`src/rtl/lc3_pipeline_ctrl.sv`:
```
// lc3_pipeline_ctrl: LC3 pipeline stall/redirect controller (macro LC3_CTRL_BYPASS_EN enables ALU forwarding, else DEP stall)
//   clock, reset (async active-low), complete_instr, complete_data, IR (decode), IR_Exec (execute), NZP
//   -> enable_updatePC/fetch/decode/execute/writeback, br_taken, mem_state, bypass_alu_1/2
module lc3_pipeline_ctrl (
    input  logic        clock,
    input  logic        reset,
    input  logic        complete_instr,
    input  logic        complete_data,
    input  logic [15:0] IR,
    input  logic [15:0] IR_Exec,
    input  logic [2:0]  NZP,
    output logic        enable_updatePC,
    output logic        enable_fetch,
    output logic        enable_decode,
    output logic        enable_execute,
    output logic        enable_writeback,
    output logic        br_taken,
    output logic [1:0]  mem_state,
    output logic        bypass_alu_1,
    output logic        bypass_alu_2
);
    typedef enum logic [2:0] {RUN, MEM_IND, MEM_RD, MEM_WR, CTRL1, CTRL2, DEP} state_t;

    state_t     state, next;
    logic       started, dep1, dep2, dep_stall;
    logic [3:0] op_d, op_x;
    logic       unused;

    function automatic logic is_alu(input logic [3:0] op);
        return op inside {4'd1, 4'd5, 4'd9, 4'd14};
    endfunction

    function automatic logic is_mem(input logic [3:0] op);
        return op inside {4'd2, 4'd3, 4'd6, 4'd7, 4'd10, 4'd11};
    endfunction

    assign op_d   = IR[15:12];
    assign op_x   = IR_Exec[15:12];
    assign unused = ^{IR[11:9], IR[4:3], IR_Exec[8:0]};

    assign dep1 = is_alu(op_x) && (is_alu(op_d) || is_mem(op_d) || op_d == 4'd12) && IR_Exec[11:9] == IR[8:6];
    assign dep2 = is_alu(op_x) && (op_d == 4'd1 || op_d == 4'd5) && !IR[5] && IR_Exec[11:9] == IR[2:0];

`ifdef LC3_CTRL_BYPASS_EN
    assign bypass_alu_1 = started && state == RUN && dep1;
    assign bypass_alu_2 = started && state == RUN && dep2;
    assign dep_stall    = 1'b0;
`else
    assign bypass_alu_1 = 1'b0;
    assign bypass_alu_2 = 1'b0;
    assign dep_stall    = dep1 || dep2;
`endif

    always_ff @(posedge clock or negedge reset) begin
        if (!reset) begin
            state   <= RUN;
            started <= 1'b0;
        end else begin
            state   <= next;
            started <= 1'b1;
        end
    end

    always_comb begin
        next = state;
        case (state)
            RUN:
                if (is_mem(op_x))
                    next = (op_x == 4'd10 || op_x == 4'd11) ? MEM_IND :
                           (op_x == 4'd2 || op_x == 4'd6) ? MEM_RD : MEM_WR;
                else if (dep_stall)
                    next = DEP;
                else if ((op_d == 4'd0 || op_d == 4'd12) && complete_instr)
                    next = CTRL1;
            MEM_IND: if (complete_data) next = (op_x == 4'd10) ? MEM_RD : MEM_WR;
            MEM_RD, MEM_WR: if (complete_data) next = RUN;
            CTRL1: next = CTRL2;
            default: next = RUN;
        endcase
    end

    // Only the RUN fetch-side enables look at complete_instr; everything else is a pure state decode.
    always_comb begin
        enable_updatePC  = started && ((state == RUN && complete_instr) || state == CTRL2);
        enable_fetch     = enable_updatePC;
        enable_decode    = started && state == RUN && complete_instr;
        enable_execute   = started && (state == RUN || state == CTRL1 || state == DEP);
        enable_writeback = started && (state == RUN || state == CTRL1 || state == CTRL2 || state == DEP);
        mem_state        = state == MEM_IND ? 2'd0 : state == MEM_RD ? 2'd1 : state == MEM_WR ? 2'd2 : 2'd3;
        br_taken         = state == CTRL2 && (op_x == 4'd12 || (op_x == 4'd0 && |(IR_Exec[11:9] & NZP)));
    end
endmodule

```
`config.mk`:
```
export PLATFORM = sky130hd
export DESIGN_NAME = lc3_pipeline_ctrl
export DESIGN_NICKNAME = d
export VERILOG_FILES = /design/src/rtl/lc3_pipeline_ctrl.sv
export SDC_FILE = /design/constraint.sdc
export NUM_CORES = 1
export LEC_CHECK = 0
export ABC_AREA = 1
export CAP_MARGIN = 20
export CORE_MARGIN = 3
export CORE_UTILIZATION = 31
export DETAILED_ROUTE_END_ITERATION = 8
export PLACE_DENSITY = 0.78
export SYNTH_ARGS = -nofsm -noshare
export SYNTH_HDL_FRONTEND = slang
export SYNTH_SLANG_ARGS = --single-unit
```
`constraint.sdc`:
```
create_clock -name clock -period 1.6 [get_ports clock]
set_input_delay 0.24 -clock clock [delete_from_list [all_inputs] [get_ports clock]]
set_output_delay 0.24 -clock clock [all_outputs]
set_load 0.05 [all_outputs]
```
Word-level counts from Yosys, hierarchy flattened --
Cells that the tools add are included.
Word-level totals: bits in registers 4
Cells by class: equal/unequal tests 33, multiplexer cells 12, bitwise gates (word level) 1, reductions and logical operators 38
Operators by type and width (count):
- equality test 4 bit, second input constant | 10
- equality test 4 x 3 -> 1 bit, second input constant | 6
- equality test 4 x 2 -> 1 bit, second input constant | 4
- 2-to-1 mux 3 bit | 5
- logical AND 1 bit | 14
- logical OR 1 bit | 13
- one-hot mux 3 bit (4 select lines) | 1
- nonzero test 6 bit | 2
- equality test 3 bit, second input constant | 3
- equality test 4 x 1 -> 1 bit, second input constant | 2
- zero test 4 bit | 2
- nonzero test 4 bit | 2
- equality test 3 x 2 -> 1 bit, second input constant | 2
- equality test 3 bit | 2
- 2-to-1 mux 2 bit | 3
- != test 2 bit, second input constant | 2
- != test 4 bit, second input constant | 1
- AND 3 bit | 1
- equality test 3 x 1 -> 1 bit, second input constant | 1
- zero test 3 bit | 1
- 2-to-1 mux 1 bit | 3
- AND reduction 3 bit | 1
- OR reduction 3 bit | 1
- OR reduction 2 bit | 1
- zero test 1 bit | 1

Longest topological paths before layout --
word-level depth 10, gate-level depth with buffers 11, mapped depth without buffers 11

Worst setup path after synthesis --
OpenSTA, ideal clock, no wires.
path kind register to output, start register state[0], end output enable_updatePC, arrival time 2.274 ns, data required time 1.360 ns, path slack -0.914 ns, cell stages (with the launch flop) 5, path buffers 1, cells stage by stage dfrtp_1 > nor2_2 > nand2_2 > o31ai_1 > buf_4
On the way: word-level cells in the longest chain between the ends 4, elaborated cells between the ends (all ways) 5
Ends and longest elaborated chain:
- start, declared | RTL line 24 | state_t state, next;
- start signal, assigned | RTL line 59 | state <= next;
- zero test 3 bit | RTL line 84 | enable_updatePC = started && ((state == RUN && complete_instr) || state == CTRL2);
- logical AND 1 bit | RTL line 84
- logical OR 1 bit (*) | RTL line 84
- logical AND 1 bit (*) | RTL line 84
- end, declared | RTL line 12 | output logic enable_updatePC,
Every way passes the cells marked *; elsewhere a longest branch is shown, timed or not.

Final worst setup path --
start register state[0], end output br_taken
On the way: word-level cells in the longest chain between the ends 2
Ends and longest elaborated chain:
- equality test 3 bit | RTL line 90 | br_taken = state == CTRL2 && (op_x == 4'd12 || (op_x == 4'd0 && |(IR_Exec[11:9] & NZP)));
- logical AND 1 bit | RTL line 90
- end, declared | RTL line 17 | output logic br_taken,
Every way passes these cells.

==> results.md <==
- Wire length per cell: 10.9 µm
- Crit path time final: 1620 ps
- Net count reported at finish: 197
- Die H: 49.4 µm
- Syn_area_per_cell: 5.21 µm²
- Final Cycle Share: 101%
- TritonRoute pass-1 iters: 4
- Mapped Cells: 112
- Worst path max stage delay: 400 ps
- Failing checks: setup timing
- H-tree depth: 1
- I/O Buffers: 32
- CTS tree: done
- Max Slew Vio Count: 0
- Vias per inst: 4.71
- # IOs: 49
- Cts bufs inserted: 3
- Final setup viols: 4
- Crit path max fanout: 3
- First DRT Iteration DRCs: 15
- CP Capture Type: output port
- Ant. Diodes: 0
- Residual DRC: 0
- Ranking of synthesized cells by area: nand2_1 24%, dfrtp_1 17%, inv_1 12%
- Clock root buffer: clkbuf_4
- Initial core utilization: 33.4%
- Largest net degree at the start of global routing: 6
- Pwr per Cell Area: 1310 nW/µm²
- Max cap viols: 0
- Final WL: 1980 µm
- Adder-Cell Fraction of Synth Area: 0%
- Worst EP required: 1360 ps
- Post-synth top area cell: nand2_1
- Crit-path slowest cell: dfrtp_2
- Vias in the first global route: 835
- Simple-Gate Fraction of Synth Area: 51.7%
- Post-synthesis compound-gate area fraction: 11.8%
- Hold_buf cts: 0
- Initial antenna violation count: 0
- CTS Sinks: 4
- Asr flop ratio synth: 100%
- Register bit total from synthesis: 4
- Synth Cell Area: 583 µm²
- Synth cell types: 22
- Synth top area share: 24.5%
- Nature of the critical path startpoint: register
- Register Area: 101 µm²
- Area grow syn2layout: 99.8%
- Core Area: 1750 µm²
- Hold Slack: 200 ps
- Post-route ant nets: 0
- Multi-input logic area: 450 µm²
- GPL Wtd Cong: 0.742
- First-pass GRT wire length: 3140 µm
- Fmax achieved: 618 MHz
- Dominant synthesized flop cell: dfrtp_1
- Placed insts: 171
- DR vias: 852
- XOR/XNOR Fraction of Synth Area: 0%
- Max clock buf depth: 2
- CTS clk-pin slew, worst paths: 40 ps
- Dpl hpwl: 1510 µm
- Hold Path Class: input pin to asynchronous set/reset pin
- Seq/Total Area, Yosys: 17.2%
- Gr usage total: 16.2%
- Layout cell share with drive strength beyond 1: 28.8%
- Die width: 49.4 µm
- EDFF count, synth: 0
- YS warnings: 0
- VDD IR max: 0.000647 V
- Mux cell area share after synthesis: 0%
- Core Rows: 15
- Setup ws final: -17.8 ps
- Worst-skew pair later-pin latency: 240 ps
- Crit Path Category: register to output port
- Pleak: 0.603 nW
- RSZ-0062 raised after global routing: yes
- Final Non-Filler Cells: 181
- Final Hold Violating Endpoints: 0
- Overflow after GRT: 0
- Die ar.: 2440 µm²
- Setup Skew: 7.77 ps
- Status: finished with violations
- Crit path cell chain: buf_6, nand2_2, nor2_2, nand3_2, a21oi_4, buf_12
- Fill count: 148
- Largest family of logic cells by synthesized area: simple AND/OR/NAND/NOR gates
- CP arrival: 1380 ps
## cell families after synthesis
family                 count (synthesis)
buffers and inverters                 25
AO/OA/AOI/OAI                         10
flip-flops                             4
AND/OR/NAND/NOR                       71
other                                  2
## through the flow
| step | util (%) | power (W) | setup TNS [ps] | instance area [µm²] | worst slack, ps |
|---|---|---|---|---|---|
| 3_3_place_gp | 60.6 | 0.00116 | -145 | 1060 | -137 |
| 4_1_cts | 64.5 | 0.00143 | -104 | 1130 | -39.3 |
| 5_1_grt | 66.7 | 0.00159 | -260 | 1160 | -58.3 |
| 3_5_place_dp | 60.6 | 0.00118 | -226 | 1060 | -161 |
| 6_report | 66.7 | 0.00152 | -34.5 | 1160 | -17.8 |
| 2_1_floorplan | - | 0.000756 | -148 | 619 | -148 |
## layout make-up
cell class	instances	share of cell area (%)
tap	25	2.69
clock buffer	3	1.93
timing repair buffer	43	40.9
sequential	4	8.70
multi-input combinational	84	38.7
inverter	22	7.09
## cells in the mapped netlist, types with 2 or more instances
library cell,number
buf_4,3
nand2_2,3
conb_1,2
inv_1,19
nand2_1,38
dfrtp_1,4
nor3_1,4
o21ai_1,2
o31ai_1,2
nand3_1,6
nor2_1,16
inv_2,3
## sequential cells by signal, summed over array words and instances, names as in the netlist
register / count
started: 1
state: 3
## cell usage in the layout (no fill, tap or decap), types with 2 or more instances in the layout
| cell | instances |
|---|---|
| inv_1 | 16 |
| nor2_1 | 15 |
| buf_4 | 10 |
| conb_1 | 3 |
| nand2_4 | 2 |
| nand2_1 | 36 |
| clkdlybuf4s50_1 | 16 |
| clkbuf_4 | 3 |
| nor3_1 | 2 |
| dlygate4sd2_1 | 8 |
| o21ai_1 | 2 |
| nand2_2 | 4 |
| dfrtp_1 | 3 |
| buf_12 | 8 |
| nand3_1 | 5 |
| inv_2 | 6 |
## power by group
part           switching, W  leakage, nW  internal [W]
Sequential        0.0000461       0.0489      0.000138
Combinational      0.000659        0.540      0.000550
Clock             0.0000454       0.0138     0.0000842
Total              0.000751        0.603      0.000772
## worst paths after layout
path                            slack, ps  endpoint  cells past startpoint     startpoint
max in group asynchronous            1210  state[0]                      1          reset
worst max-delay path                  -20  br_taken                      6       state[0]
min in group clock                    620  state[1]                      4  complete_data
worst min-delay path                  200  state[2]                      1          reset
worst max register to register        220  state[1]                      9       state[2]
worst min register to register        690  state[2]                      2       state[2]
## timing repair
action	CTS	global route
setup buffers	4	3
resized for setup	14	7
pin swaps	7	4
endpoints found under the setup margin	5	5
## worst max-delay path: cells and delay by family (launching register included)
kind	cells	cell delay (ps)
buf+inv	2	260
simple gates	3	330
flops	1	400
compound gates	1	150
## metal layers
layer | track usage, % | up-vias | routed length, µm
li1 | - | 429 | -
met1 | 16.8 | 382 | 776
met2 | 30.1 | 35 | 1050
met3 | 2.75 | 6 | 108
met4 | 9.22 | 0 | 46
met5 | 0 | - | 0
Power figures use the tool's default switching activity.
